## src/rtl/mtype_uop_sequencer_pkg.sv

```systemverilog
// Shared encodings for the M-type micro-op sequencer: func3 codes, ALU codes, FSM states.
package mtype_uop_sequencer_pkg;

  localparam logic [2:0] M_LD   = 3'b000;
  localparam logic [2:0] M_ST   = 3'b001;
  localparam logic [2:0] M_MVTR = 3'b010;
  localparam logic [2:0] M_MVTM = 3'b011;
  localparam logic [2:0] M_MOPA = 3'b100;

  localparam logic [3:0] ALU_ADD     = 4'b0000;
  localparam logic [3:0] ALU_MOPA    = 4'b1010;
  localparam logic [3:0] ALU_ILLEGAL = 4'b1111;

  typedef enum logic [1:0] {
    ST_IDLE  = 2'd0,
    ST_ISSUE = 2'd1,
    ST_DONE  = 2'd2
  } state_e;

  // Beat-index width: enough for max(rows, cols) beats, never narrower than 1 bit.
  function automatic int idx_width(input int rows, input int cols);
    int m;
    m = (rows > cols) ? rows : cols;
    return (m > 1) ? $clog2(m) : 1;
  endfunction

endpackage

```

## src/rtl/mtype_uop_sequencer_decode.sv

```systemverilog
// Combinational func3 decoder: ALU control code, MOPA flag and legality for an M-type op.
module mtype_decode
  import mtype_uop_sequencer_pkg::*;
(
  input  logic [2:0] func3_i,
  output logic [3:0] alu_ctrl_o,
  output logic       is_mopa_o,
  output logic       legal_o
);

  always_comb begin
    alu_ctrl_o = ALU_ILLEGAL;
    is_mopa_o  = 1'b0;
    legal_o    = 1'b0;
    case (func3_i)
      M_LD, M_ST, M_MVTR, M_MVTM: begin
        alu_ctrl_o = ALU_ADD;
        legal_o    = 1'b1;
      end
      M_MOPA: begin
        alu_ctrl_o = ALU_MOPA;
        is_mopa_o  = 1'b1;
        legal_o    = 1'b1;
      end
      default: ;
    endcase
  end

endmodule

```

## src/rtl/mtype_uop_sequencer.sv

```systemverilog
// Multi-cycle M-type controller: accepts one decoded op and issues one micro-op per row/beat.
// Handshakes: a transfer happens on a cycle where valid && ready; payload is held while valid && !ready.
module mtype_uop_sequencer
  import mtype_uop_sequencer_pkg::*;
#(
  parameter int ROWS       = 4,
  parameter int COLS       = 4,
  parameter int ADDR_W     = 32,
  parameter int ROW_STRIDE = 16,
  parameter int TILE_W     = 2,
  localparam int IDX_W     = idx_width(ROWS, COLS)
) (
  input  logic              clk,
  input  logic              rst,
  input  logic              flush,
  input  logic              in_valid,
  output logic              in_ready,
  input  logic [2:0]        in_func3,
  input  logic [ADDR_W-1:0] in_base,
  input  logic [TILE_W-1:0] in_tile,
  output logic              uop_valid,
  input  logic              uop_ready,
  output logic [3:0]        uop_alu_ctrl,
  output logic [ADDR_W-1:0] uop_addr,
  output logic [IDX_W-1:0]  uop_row,
  output logic [TILE_W-1:0] uop_tile,
  output logic              uop_first,
  output logic              uop_last,
  output logic              busy,
  output logic              done,
  output logic              illegal,
  output state_e            dbg_state
);

  state_e            state_q, state_d;
  logic [IDX_W-1:0]  beat_q, beat_d;
  logic [ADDR_W-1:0] addr_q, addr_d;
  logic [TILE_W-1:0] tile_q, tile_d;
  logic [3:0]        ctrl_q, ctrl_d;
  logic              mopa_q, mopa_d;
  logic              illegal_q, illegal_d;

  logic [3:0] dec_ctrl;
  logic       dec_mopa, dec_legal;
  logic       accept, beat_fire, last_beat;

  mtype_decode u_decode (
    .func3_i    (in_func3),
    .alu_ctrl_o (dec_ctrl),
    .is_mopa_o  (dec_mopa),
    .legal_o    (dec_legal)
  );

  assign accept    = in_valid && in_ready;
  assign beat_fire = (state_q == ST_ISSUE) && uop_ready;
  assign last_beat = mopa_q ? (beat_q == IDX_W'(COLS - 1)) : (beat_q == IDX_W'(ROWS - 1));

  always_ff @(posedge clk or posedge rst) begin
    if (rst) state_q <= ST_IDLE;
    else     state_q <= state_d;
  end

  always_comb begin
    state_d = state_q;
    if (flush) begin
      state_d = ST_IDLE;
    end else begin
      case (state_q)
        ST_IDLE:  if (accept && dec_legal) state_d = ST_ISSUE;
        ST_ISSUE: if (beat_fire && last_beat) state_d = ST_DONE;
        ST_DONE:  state_d = ST_IDLE;
        default:  state_d = ST_IDLE;
      endcase
    end
  end

  // The running address is accumulated rather than multiplied; MOPA keeps the base for every beat.
  always_comb begin
    beat_d    = beat_q;
    addr_d    = addr_q;
    tile_d    = tile_q;
    ctrl_d    = ctrl_q;
    mopa_d    = mopa_q;
    illegal_d = 1'b0;
    if (accept) begin
      beat_d    = '0;
      addr_d    = in_base;
      tile_d    = in_tile;
      ctrl_d    = dec_ctrl;
      mopa_d    = dec_mopa;
      illegal_d = !dec_legal;
    end else if (beat_fire && !last_beat && !flush) begin
      beat_d = beat_q + IDX_W'(1);
      if (!mopa_q) addr_d = addr_q + ADDR_W'(ROW_STRIDE);
    end
  end

  always_ff @(posedge clk or posedge rst) begin
    if (rst) begin
      beat_q    <= '0;
      addr_q    <= '0;
      tile_q    <= '0;
      ctrl_q    <= ALU_ILLEGAL;
      mopa_q    <= 1'b0;
      illegal_q <= 1'b0;
    end else begin
      beat_q    <= beat_d;
      addr_q    <= addr_d;
      tile_q    <= tile_d;
      ctrl_q    <= ctrl_d;
      mopa_q    <= mopa_d;
      illegal_q <= illegal_d;
    end
  end

  always_comb begin
    in_ready     = (state_q == ST_IDLE) && !flush;
    busy         = (state_q != ST_IDLE);
    done         = (state_q == ST_DONE);
    illegal      = illegal_q;
    uop_valid    = (state_q == ST_ISSUE);
    uop_alu_ctrl = ALU_ILLEGAL;
    uop_addr     = '0;
    uop_row      = '0;
    uop_tile     = '0;
    uop_first    = 1'b0;
    uop_last     = 1'b0;
    dbg_state    = state_q;
    if (state_q == ST_ISSUE) begin
      uop_alu_ctrl = ctrl_q;
      uop_addr     = addr_q;
      uop_row      = beat_q;
      uop_tile     = tile_q;
      uop_first    = (beat_q == '0);
      uop_last     = last_beat;
    end
  end

endmodule

```

## config.mk

```make
export PLATFORM = sky130hd
export DESIGN_NAME = mtype_uop_sequencer
export DESIGN_NICKNAME = d
export VERILOG_FILES = /design/src/rtl/mtype_uop_sequencer_pkg.sv /design/src/rtl/mtype_uop_sequencer_decode.sv /design/src/rtl/mtype_uop_sequencer.sv
export SDC_FILE = /design/constraint.sdc
export NUM_CORES = 1
export LEC_CHECK = 0
export ABC_CLOCK_PERIOD_IN_PS = 3000
export BUFFER_PORTS_ARGS = -buffer_cell sky130_fd_sc_hd__clkbuf_2
export CORE_MARGIN = 5
export CORE_UTILIZATION = 51
export DETAILED_ROUTE_END_ITERATION = 16
export PLACE_DENSITY = 0.84
export SETUP_SLACK_MARGIN = 0.5
export SYNTH_ARGS = -nofsm -noshare
export SYNTH_HDL_FRONTEND = slang
export SYNTH_HIERARCHICAL = 1
export SYNTH_SLANG_ARGS = --single-unit
```

## constraint.sdc

```tcl
create_clock -name clk -period 3 [get_ports clk]
set_input_delay 0.3 -clock clk [delete_from_list [all_inputs] [get_ports clk]]
set_output_delay 0.3 -clock clk [all_outputs]
set_load 0.005 [all_outputs]
```

Yosys cells after proc, flatten, opt, wreduce, memory -nomap -nowiden
Cells that the tools add are included.

storage, ports and cells
  register bits = 44
  input bits = 42
  output and inout bits = 49
  logic and storage cells = 57

operators by class
  add/sub/neg operators = 2
  eq/ne operators = 10
  mux-type cells = 19
  reductions and logical operators = 19

operator list
  operator                                                                number
  32-bit 2-to-1 mux                                                       4
  32-bit by 5-bit adder with 32-bit output (second input constant)        1
  2-bit 2-to-1 mux                                                        7
  4-bit one-hot mux with 2 select lines                                   1
  1-bit logical AND                                                       7
  3-bit by 2-bit equality test with 1-bit output (second input constant)  2
  1-bit 2-to-1 mux                                                        5
  5-bit OR reduction                                                      1
  2-bit equality test (second input constant)                             2
  2-bit logical NOT                                                       2
  4-bit 2-to-1 mux                                                        1
  2-bit one-hot mux with 2 select lines                                   1
  2-bit AND reduction                                                     2
  2-bit nonzero test                                                      2
  4-bit OR reduction                                                      1
  3-bit by 1-bit equality test with 1-bit output (second input constant)  1
  3-bit equality test (second input constant)                             1
  1-bit logical NOT                                                       3
  3-bit logical NOT                                                       1
  3-bit by 2-bit != test with 1-bit output (second input constant)        1
  3-bit != test (second input constant)                                   1
  2-bit by 1-bit adder with 2-bit output (second input constant)          1
  2-bit by 1-bit equality test with 1-bit output (second input constant)  1
  2-bit by 1-bit != test with 1-bit output (second input constant)        1

Longest topological paths before layout
Gate-level depths: netlist of run 1.

  word-level depth = 7
  depth in mapped cells = 7
  depth with buffers taken out = 5

Hierarchy
Netlist of run 1, hierarchy kept.

by module, submodules not included
  module               instances  cells an instance  area each (µm²)  sequential area each (µm²)
  mtype_uop_sequencer  1          306                2607.5           1106.1
  mtype_decode         1          6                  43.8             0.0

Worst setup path after synthesis of run 1
No wires, ideal clock.

  path type = register -> register
  start point = register beat_q[0]
  end point = register addr_q[30]
  library setup time = 133 ps
  arrival time = 1968 ps
  data required time = 2867 ps
  slack = 898 ps
  stages on the path, launching flop included = 7
  path buffers = 1
  clock period less this slack = 2102 ps
  path through = dfrtp_1 ha_1 nor4bb_1 nand3_1 clkbuf_1 o311ai_0 nand3_1

on the way
  cells in the longest elaborated chain, start to end = 6

RTL lines
  item                                  line                        text
  start: declaration                    mtype_uop_sequencer.sv:36   logic [IDX_W-1:0] beat_q, beat_d;
  start signal: assignment              mtype_uop_sequencer.sv:107  beat_q <= beat_d;
  2-bit equality test                   mtype_uop_sequencer.sv:56   assign last_beat = mopa_q ? (beat_q == IDX_W'(COLS - 1)) : (beat_q == IDX_W'(ROWS - 1));
  1-bit logical NOT                     mtype_uop_sequencer.sv:92   end else if (beat_fire && !last_beat && !flush) begin
  1-bit logical AND (2 in series)       mtype_uop_sequencer.sv:92
  2-bit nonzero test (no source line)   -
  2-bit AND reduction (no source line)  -
  end signal: assignment                mtype_uop_sequencer.sv:108  addr_q <= addr_d;
  end: declaration                      mtype_uop_sequencer.sv:37   logic [ADDR_W-1:0] addr_q, addr_d;

Every way passes these cells.
A chain may end at the register's enable or synchronous reset.

Final worst setup path of run 1
  start point = register beat_q[0]
  end point = register addr_q[29]

Same word-level chain as after synthesis.

==> reports/metrics.json, run 1 <==
{
  "run_status": {
    "status": "finished clean"
  },
  "layout": {
    "drive_gt1_share_pct": 28.4,
    "nNetsFinal": 438,
    "area_growth_syn_to_fin_pct": 23.0,
    "layoutNonFillerInstCount": 464,
    "antenna-diode-count": 0,
    "fillerInstances": 454,
    "finish.instance_area_um2": 3260,
    "finish.utilization_pct": 64.3
  },
  "worst_setup_path": {
    "worst_path_max_delay_cell": "or4_1",
    "cp.required_ns": 3.22,
    "critical_path.cell_chain": "ha_1, or4_1, or4_1, a31oi_1",
    "cp.arrival_ns": 2.63,
    "cpPeakStageDelay_ns": 0.84,
    "worstSetupStartpointType": "flip-flop",
    "setup.worst_path.class": "flip-flop to flip-flop",
    "timing.critical_path.mode_cell": "or4_1",
    "crit_path_max_fanout": 19,
    "critical_path.endpoint_type": "flip-flop"
  },
  "timing": {
    "final_max_slew_viol_count": 0,
    "final_setup_violation_count": 0,
    "tns_ns": 0,
    "timing.clock.skew_ns": 0.0100,
    "worst-slew-pin-transition_ns": 0.930,
    "worst_slew_margin_rel_pct": 38.0,
    "final_min_period_over_clock_period_pct": 80.2,
    "final.min_clock_period_ns": 2.41,
    "worst_hold_slack_ns": 0.177,
    "layout_setup_ws_ns": 0.595,
    "hold_viol": 0,
    "unrepaired_setup_endpoints_after_global_routing": "true",
    "fmaxAchievable_mhz": 416
  },
  "clock_tree": {
    "postCtsSetupBuffers": 0,
    "ctsLongestPathBuffers": 2,
    "clock_tree.root_cell": "clkbuf_8",
    "clkLatencyLatePin_ns": 0.30,
    "tritoncts.num_buffers": 5,
    "cts_hold_repair.buffers": 0,
    "cts_tree": "yes",
    "cts_num_sinks": 44,
    "path_clk_slew_ns": 0.08,
    "htree_levels": 2
  },
  "drt": {
    "first_drt_iteration_drcs": 131,
    "drtPass1Iterations": 4,
    "routed-via-count": 2560,
    "drt_wl_total_um": 6830,
    "drc": 0,
    "avgRoutedWirePerCell_um": 14.7,
    "drtAntennaViolNets": 0,
    "via_per_inst": 5.52
  },
  "power_and_ir_drop": {
    "totalPowerFinal_mw": 1.53,
    "cellLeakagePower_nw": 1.52,
    "cellPowerDensity_nw_per_um2": 468,
    "irDropWorstVdd_mv": 0.274
  },
  "yosys": {
    "yosys.area.top_type": "dfrtp_1",
    "synth_edf_count": 0,
    "yosysMostFrequentCell": "nand2_1",
    "post_synth_most_frequent_cells": "nand2_1 (53), and2_1 (40), dfrtp_1 (40)",
    "synth.lib_cells_used.distinct": 43,
    "yosys_warnings": 6,
    "netlist.area_leader.share_pct": 37.8,
    "async_flop_share_pct": 100,
    "number_of_standard_cells_after_synthesis": 312,
    "synth_top_cells_by_area": "dfrtp_1 (38%), and2_1 (9.4%), nand2_1 (7.5%)",
    "synth-main-ff-cell": "dfrtp_1",
    "synth_seq_cells": 44,
    "syn_area_per_cell_um2": 8.50,
    "syn_area_um2": 2650,
    "synth.net_count": 357,
    "synth-seq-area-share_pct": 41.7
  },
  "floorplan": {
    "floorplan.core_area_um2": 5070,
    "die-area_um2": 6740,
    "floorplan.initialDensity_pct": 52.2,
    "rows": 26,
    "die_x_um": 82.1,
    "boundaryPins": 91,
    "die_ht_um": 82.1
  },
  "place": {
    "detailed_place_hpwl_um": 4920,
    "place_ws_ns": 0.402,
    "gpl.final_weighted_congestion": 0.810,
    "port_buffers": 90,
    "dp.cells": 456,
    "placed_cell_area_um2": 3150
  },
  "global_route": {
    "antenna_found_initial": 0,
    "grt_remaining_overflow": 0,
    "pin_count_of_the_biggest_net_entering_global_routing": 45,
    "first_global_vias": 2428,
    "groute.usage.overall_pct": 21.4,
    "grt_pass1_wl_um": 11200
  },
  "min_path": {
    "min_path_type": "input port to asynchronous set/reset pin"
  },
  "run": {
    "max_cap_viol_count": 0
  }
}
routing by layer:
metal,vias up,global-route usage (%),share of wire (%)
met4,0,5.98,0.86
met3,7,5.21,7.7
met5,-,0,0
met2,82,35.9,48
met1,1204,27.7,43
li1,1267,-,-
power breakdown:
part / switching, mW / internal (mW) / total (mW)
Combinational: 0.169 / 0.168 / 0.336
Sequential: 0.108 / 0.690 / 0.798
Clock: 0.203 / 0.188 / 0.392
layout make-up:
cell class	instances	area (um2)	share of cell area, %
timing repair buffer	94	493	15.1
inverter	7	26.3	0.806
clock buffer	8	90.1	2.76
multi-input combinational	241	1460	44.7
tap	70	87.6	2.69
sequential	44	1110	33.9
repair_timing:
action                                  in CTS  in global routing
endpoints found under the setup margin       6                  9
resized for setup                            1                  2
hold endpoints to repair                     0                  0
gates cloned                                 0                  0
registers in the layout (all words and copies together), names as in the netlist:
signal     cells
illegal        1
addr_q        32
tile_q         2
dbg_state      2
beat_q         2
ctrl_q         4
mopa_q         1
path summary, 6_finish.rpt:
path                       startpoint  cells after the start    endpoint  slack, ns
min                               rst                      2  addr_q[20]       0.18
max                         beat_q[0]                      4  addr_q[29]       0.59
max reg2reg                 beat_q[0]                      4  addr_q[29]       0.59
max in group asynchronous         rst                      2     illegal       2.22
min in group clk           in_tile[1]                      3   tile_q[1]       0.19
min reg2reg                 ctrl_q[0]                      2   ctrl_q[0]       0.46
logic make-up (layout without fill, tap and decap cells):
kind of cell,count (synthesis),after routing,share of synthesized area [%]
xor+xnor,7,7,2.31
fa+ha+maj,3,3,1.42
flops,44,44,41.7
buf+inv,27,109,4.15
compound gates,47,47,11.2
simple gates,181,181,38.0
mux,3,3,1.13
cell usage in the layout, fill, tap and decap left out, drive strengths merged, types with 4 or more instances in the layout:
master	count
or4	12
dfstp	4
o31ai	7
and3	4
or3	7
buf	4
inv	7
dfrtp	40
and2	40
a31oi	13
nand2	53
nor2	18
clkbuf	98
and4	5
nand4	8
nand3	13
xor2	4
nand2b	4
o21ai	15
critical path, delay by kind of cell (launching register included):
kind            cells  cell delay, ns
fa+ha+maj           1            0.33
flops               1            0.42
simple gates        2            1.40
compound gates      1            0.18
No activity file was read; power rests on OpenSTA's default activity.
==> run 2: changes to the inputs <==
--- a/config.mk
+++ b/config.mk
@@ -5,10 +5,11 @@
 export SDC_FILE = /design/constraint.sdc
 export NUM_CORES = 1
 export LEC_CHECK = 0
-export ABC_CLOCK_PERIOD_IN_PS = 3000
+export ABC_AREA = 1
+export ABC_CLOCK_PERIOD_IN_PS = 2500
 export BUFFER_PORTS_ARGS = -buffer_cell sky130_fd_sc_hd__clkbuf_2
 export CORE_MARGIN = 5
-export CORE_UTILIZATION = 51
+export CORE_UTILIZATION = 53
 export DETAILED_ROUTE_END_ITERATION = 16
 export PLACE_DENSITY = 0.84
 export SETUP_SLACK_MARGIN = 0.5
==> constraint.sdc (replaced) <==
create_clock -name clk -period 2.5 [get_ports clk]
set_input_delay 0.25 -clock clk [delete_from_list [all_inputs] [get_ports clk]]
set_output_delay 0.25 -clock clk [all_outputs]
set_load 0.005 [all_outputs]
==> run 2 against run 1 <==
- via count grew 29%
- combinational power grew to 3.0 times the previous value
- hold slack lost 0.084 ns
- largest power group unchanged
- highest routed layer unchanged
==> reports/metrics.json, run 2 <==
{
  "run_status": {
    "status": "finished clean"
  },
  "worst_setup_path": {
    "cp.arrival_ns": 2.08,
    "crit_path_max_fanout": 22,
    "cp.required_ns": 2.69,
    "critical_path.endpoint_type": "flip-flop",
    "setup.worst_path.class": "flip-flop to flip-flop",
    "worstSetupStartpointType": "flip-flop"
  },
  "floorplan": {
    "boundaryPins": 91,
    "die-area_um2": 7590,
    "die_x_um": 87.1,
    "floorplan.initialDensity_pct": 53.9,
    "die_ht_um": 87.1,
    "floorplan.core_area_um2": 5850,
    "rows": 28
  },
  "yosys": {
    "synth_edf_count": 0,
    "synth_seq_cells": 44,
    "number_of_standard_cells_after_synthesis": 503,
    "synth.net_count": 548,
    "post_synth_most_frequent_cells": "nand2_1 (169), nor2_1 (84), inv_1 (68)",
    "netlist.area_leader.share_pct": 31.8,
    "synth_top_cells_by_area": "dfrtp_1 (32%), nand2_1 (20%), nor2_1 (10%)",
    "yosys.area.top_type": "dfrtp_1",
    "syn_area_per_cell_um2": 6.27,
    "async_flop_share_pct": 100,
    "yosys_warnings": 6,
    "synth-main-ff-cell": "dfrtp_1",
    "synth-seq-area-share_pct": 35.1,
    "yosysMostFrequentCell": "nand2_1",
    "synth.lib_cells_used.distinct": 29,
    "syn_area_um2": 3150
  },
  "place": {
    "gpl.final_weighted_congestion": 0.908,
    "place_ws_ns": 0.590,
    "detailed_place_hpwl_um": 6400,
    "port_buffers": 90
  },
  "timing": {
    "unrepaired_setup_endpoints_after_global_routing": "false",
    "final.min_clock_period_ns": 1.89,
    "worst_slew_margin_rel_pct": 60.5,
    "fmaxAchievable_mhz": 529,
    "tns_ns": 0,
    "worst-slew-pin-transition_ns": 0.592,
    "final_setup_violation_count": 0,
    "timing.clock.skew_ns": 0.00711,
    "final_min_period_over_clock_period_pct": 75.6,
    "worst_hold_slack_ns": 0.0937,
    "final_max_slew_viol_count": 0,
    "hold_viol": 0,
    "layout_setup_ws_ns": 0.610
  },
  "clock_tree": {
    "clock_tree.root_cell": "clkbuf_8",
    "cts_hold_repair.buffers": 0,
    "ctsLongestPathBuffers": 2,
    "gates_resized_cts_repair": 0,
    "postCtsSetupBuffers": 0,
    "tritoncts.num_buffers": 5,
    "clkLatencyLatePin_ns": 0.30,
    "cts_num_sinks": 44,
    "htree_levels": 2,
    "path_clk_slew_ns": 0.09,
    "cts_tree": "yes"
  },
  "layout": {
    "area_growth_syn_to_fin_pct": 18.5,
    "final_common_cell": "nand2_1",
    "drive_gt1_share_pct": 22.2,
    "most-common-layout-cells": "nand2_1 (169), clkbuf_2 (90), nor2_1 (84)",
    "fillerInstances": 547,
    "top_register": "addr_q",
    "max_reg_flops": 32,
    "nNetsFinal": 630,
    "antenna-diode-count": 0,
    "largest_registers": "addr_q (32), ctrl_q (4)"
  },
  "drt": {
    "via_per_inst": 5.02,
    "drc": 0,
    "routed-via-count": 3315,
    "drt_wl_total_um": 8820,
    "avgRoutedWirePerCell_um": 13.3,
    "drtAntennaViolNets": 0,
    "first_drt_iteration_drcs": 289,
    "drtPass1Iterations": 5
  },
  "global_route": {
    "grt_remaining_overflow": 0,
    "grt.met3_usage_pct": 5.87,
    "grt_use_met2_pct": 42.4,
    "first_global_vias": 3273,
    "grt_pass1_wl_um": 14900,
    "antenna_found_initial": 0,
    "grt-busiest-layer": "met2",
    "groute.usage.overall_pct": 24.5,
    "pin_count_of_the_biggest_net_entering_global_routing": 45,
    "groute.layer.met1.usage_pct": 30.6
  },
  "power_and_ir_drop": {
    "irDropWorstVdd_mv": 0.395,
    "cellLeakagePower_nw": 2.05,
    "cellPowerDensity_nw_per_um2": 727
  },
  "run": {
    "max_cap_viol_count": 0
  },
  "min_path": {
    "min_path_type": "input port to asynchronous set/reset pin"
  }
}
run 2: final timing paths:
check                      startpoint         end  slack (ns)  cells past startpoint
max                         beat_q[0]  addr_q[11]        0.61                      8
min                               rst   addr_q[1]        0.09                      3
max reg2reg                 beat_q[0]  addr_q[11]        0.61                      8
min reg2reg                 ctrl_q[1]   ctrl_q[1]        0.50                      2
max in group asynchronous         rst  addr_q[24]        2.00                      3
min in group clk           in_base[2]   addr_q[2]        0.15                      3
run 2: power by group:
group / internal (mW) / leakage (nW) / switching (mW)
logic: 0.362 / 1.47 / 0.640
clock network: 0.327 / 0.0614 / 0.264
registers: 0.911 / 0.525 / 0.211
run 2: stage by stage:
step                cell area, um2  power [mW]  util [%]  instances
floorplan                     3150        1.80         -        503
global placement              3610        2.07      61.7        653
detailed placement            3610        2.11      61.7        653
CTS                           3730        2.71      63.8        661
global route                  3740        2.93      63.9        661
finish                        3740        2.72      63.9        661
run 2: logic make-up after synthesis:
| kind of cell | share of synthesized area [%] |
|---|---|
| AO/OA/AOI/OAI | 7.94 |
| adder cells (fa/ha/maj) | 1.19 |
| buffers and inverters | 12.3 |
| flip-flops | 35.1 |
| AND/OR/NAND/NOR | 43.5 |
run 2: area by class of cell:
cell class              instances  area, um2  share of cell area [%]
clock buffers                   6       82.6                    2.21
clock inverters                 2       38.8                    1.04
inverters                      70        265                    7.10
multi-input cells             369       1660                    44.4
flip-flops and latches         44       1110                    29.6
well taps                      75       93.8                    2.51
repair buffers                 95        492                    13.2
run 2: per-layer routing:
metal	routed length (um)	share of wire (%)
met1	3770	43
met3	682	7.7
met5	0	0
met4	112	1.3
met2	4250	48
run 2: critical path, cell delays in order, from the launching register on:
cell and delay, ns:
dfrtp_1 0.40, ha_1 0.24, inv_1 0.13, nand4_2 0.11, buf_4 0.21, nand2_2 0.34, nand3_1 0.14, o21ai_0 0.15
inv_1 0.07
==> run 3: changes to the inputs <==
--- a/config.mk
+++ b/config.mk
@@ -6,12 +6,12 @@
 export NUM_CORES = 1
 export LEC_CHECK = 0
 export ABC_AREA = 1
-export ABC_CLOCK_PERIOD_IN_PS = 2500
+export ABC_CLOCK_PERIOD_IN_PS = 1700
 export BUFFER_PORTS_ARGS = -buffer_cell sky130_fd_sc_hd__clkbuf_2
 export CORE_MARGIN = 5
-export CORE_UTILIZATION = 53
+export CORE_UTILIZATION = 48
 export DETAILED_ROUTE_END_ITERATION = 16
-export PLACE_DENSITY = 0.84
+export PLACE_DENSITY = 0.81
 export SETUP_SLACK_MARGIN = 0.5
 export SYNTH_ARGS = -nofsm -noshare
 export SYNTH_HDL_FRONTEND = slang
==> constraint.sdc (replaced) <==
create_clock -name clk -period 1.7 [get_ports clk]
set_input_delay 0.17 -clock clk [delete_from_list [all_inputs] [get_ports clk]]
set_output_delay 0.17 -clock clk [all_outputs]
set_load 0.005 [all_outputs]
==> run 3 against run 2 <==
- the run now ends with negative setup slack left
- via count up 21%
- cell count rose by 7.7%
- clock-buffer cell count is 1 lower
- wire length up 54%
- critical path depth increased by 1
- non-clock buffer count grew 46
- first-iteration DRC count rose by 15%
- critical endpoint is now addr_q[16]
- highest routed layer unchanged
==> reports/metrics.json, run 3 (same netlist as run 2, synthesis figures left out) <==
{
  "clock_tree": {
    "clkLatencyLatePin_ns": 0.32,
    "tritoncts.num_buffers": 5,
    "clock_tree.root_cell": "clkbuf_8",
    "ctsLongestPathBuffers": 2,
    "cts_tree": "yes",
    "cts_num_sinks": 44,
    "htree_levels": 2,
    "path_clk_slew_ns": 0.10
  },
  "drt": {
    "drc": 0,
    "via_per_inst": 5.64,
    "drtAntennaViolNets": 0,
    "avgRoutedWirePerCell_um": 19.1,
    "drtPass1Iterations": 5,
    "first_drt_iteration_drcs": 332,
    "drt_wl_total_um": 13600,
    "routed-via-count": 4019
  },
  "layout": {
    "largest_registers": "addr_q (32), ctrl_q (4)",
    "max_reg_flops": 32,
    "drive_gt1_share_pct": 40.8,
    "top_register": "addr_q",
    "finish.instance_area_um2": 4920,
    "antenna-diode-count": 0,
    "nNetsFinal": 679,
    "area_growth_syn_to_fin_pct": 56.2,
    "final_common_cell": "nand2_1",
    "most-common-layout-cells": "nand2_1 (141), clkbuf_2 (88), inv_1 (63)"
  },
  "worst_setup_path": {
    "worst_path_max_delay_cell": "dfrtp_2",
    "cp.required_ns": 1.95,
    "critical_path.endpoint_type": "flip-flop",
    "cpPeakStageDelay_ns": 0.48,
    "crit_path_max_fanout": 7,
    "crit_buf_inv": 2,
    "setup.worst_path.class": "flip-flop to flip-flop",
    "critical_path.top_delay_family": "simple AND/OR/NAND/NOR gates",
    "critical_path.cell_chain": "inv_4, nand2_8, nor2_4, nand3_4, nor2_4, buf_12, nand2_1, nand3_1, o21a_1",
    "setup.reg_to_reg.worst_slack_ns": -0.003,
    "worstSetupStartpointType": "flip-flop",
    "timing.critical_path.mode_cell": "nor2_4",
    "cp.arrival_ns": 1.96
  },
  "floorplan": {
    "floorplan.core_area_um2": 6390,
    "floorplan.initialDensity_pct": 49.4,
    "die_x_um": 91.0,
    "boundaryPins": 91,
    "die_ht_um": 91.0,
    "die-area_um2": 8290,
    "rows": 29
  },
  "place": {
    "placed_cell_area_um2": 3720,
    "port_buffers": 90,
    "gpl.final_weighted_congestion": 0.865,
    "detailed_place_hpwl_um": 6740
  },
  "min_path": {
    "min_path_type": "input port to flip-flop"
  },
  "timing": {
    "layout_setup_ws_ns": -0.00346,
    "fmaxAchievable_mhz": 587,
    "unrepaired_setup_endpoints_after_global_routing": "true",
    "final_max_slew_viol_count": 0,
    "hold_viol": 0,
    "final_setup_violation_count": 1,
    "worst_slew_margin_rel_pct": 54.8,
    "worst_hold_slack_ns": 0.0530,
    "final.min_clock_period_ns": 1.70,
    "final_min_period_over_clock_period_pct": 100,
    "worst-slew-pin-transition_ns": 0.674,
    "timing.clock.skew_ns": 0.0147,
    "tns_ns": -0.00346
  },
  "power_and_ir_drop": {
    "p_comb_share_pct": 46.0,
    "totalPowerFinal_mw": 5.20,
    "switching_power_mw": 2.15,
    "irDropWorstVdd_mv": 0.813,
    "share_of_total_power_in_sequential_cells_pct": 31.8,
    "p_sw_share_pct": 41.4,
    "cellLeakagePower_nw": 2.53,
    "share_clk_of_total_power_pct": 22.3,
    "cell_internal_power_mw": 3.05,
    "cellPowerDensity_nw_per_um2": 1060
  },
  "run_status": {
    "failed_checks": "negative setup slack",
    "status": "finished, violations left"
  },
  "global_route": {
    "grt_remaining_overflow": 0,
    "grt_pass1_wl_um": 17100,
    "first_global_vias": 3603,
    "groute.usage.overall_pct": 25.1,
    "antenna_found_initial": 0,
    "pin_count_of_the_biggest_net_entering_global_routing": 29
  },
  "run": {
    "max_cap_viol_count": 0
  }
}
==> run 3: cell types whose count changed in the layout (fill, tap and decap cells not counted), sizes merged <==
cell / change
buf: +42
nand2: +3
bufinv: +2
clkbuf: +2
inv: -2
clkinv: +1
dlygate4sd3: +1
==> run 3: final timing paths <==
path / depth (start not counted) / start / endpoint
worst max-delay path: 9 / dbg_state[1] / addr_q[16]
worst min-delay path: 3 / in_tile[0] / tile_q[0]
worst max register to register: 9 / dbg_state[1] / addr_q[16]
worst min register to register: 2 / ctrl_q[3] / ctrl_q[3]
max in group asynchronous: 4 / rst / addr_q[6]
min in group asynchronous: 3 / rst / beat_q[1]
==> run 3: repair_timing <==
action | in CTS | in global routing
endpoints found under the setup margin | 87 | 91
hold endpoints to repair | 12 | 0
setup buffers | 19 | 12
resized for setup | 46 | 120
pin swaps | 12 | 27
hold buffers | 1 | 0
cloned | 3 | 8
==> run 3: power by group through the flow <==
stage,registers (mW),clock network [mW],logic [mW]
final,1.65,1.16,2.39
after global routing,1.68,1.19,2.57
after CTS,1.61,1.13,1.87
after detailed placement,1.64,0,1.55
after global placement,1.63,0,1.50
after floorplan,1.57,0,1.12
==> run 3: final cells by class <==
cell class                 count  area, um2
inverter                      70        280
multi-input combinational    372       2120
timing repair buffer         141       1160
clock buffer                   5       68.8
sequential                    44       1110
fill                         410       1460
tap                           77       96.3
clock inverter                 3       90.1
==> run 3: layer usage <==
layer	global-route usage [%]	share of wire, %	vias to the layer above
met5	0	0	-
met4	9.66	6.6	0
met3	4.21	10	88
met2	44.4	50	292
met1	30.4	33	1829
li1	-	-	1810
==> run 3: worst min-delay path: stages <==
cell and delay, ns:
clkbuf_2 0.08, nand2_2 0.05, o21ai_2 0.04
==> run 3: metrics by stage <==
step	cells	setup WS, ns	util (%)
final	712	-0.00346	77.1
after global routing	712	-0.0630	77.1
after CTS	692	0.186	67.0
after floorplan	503	0.352	-
after detailed placement	661	0.0853	58.2
after global placement	661	0.183	58.2
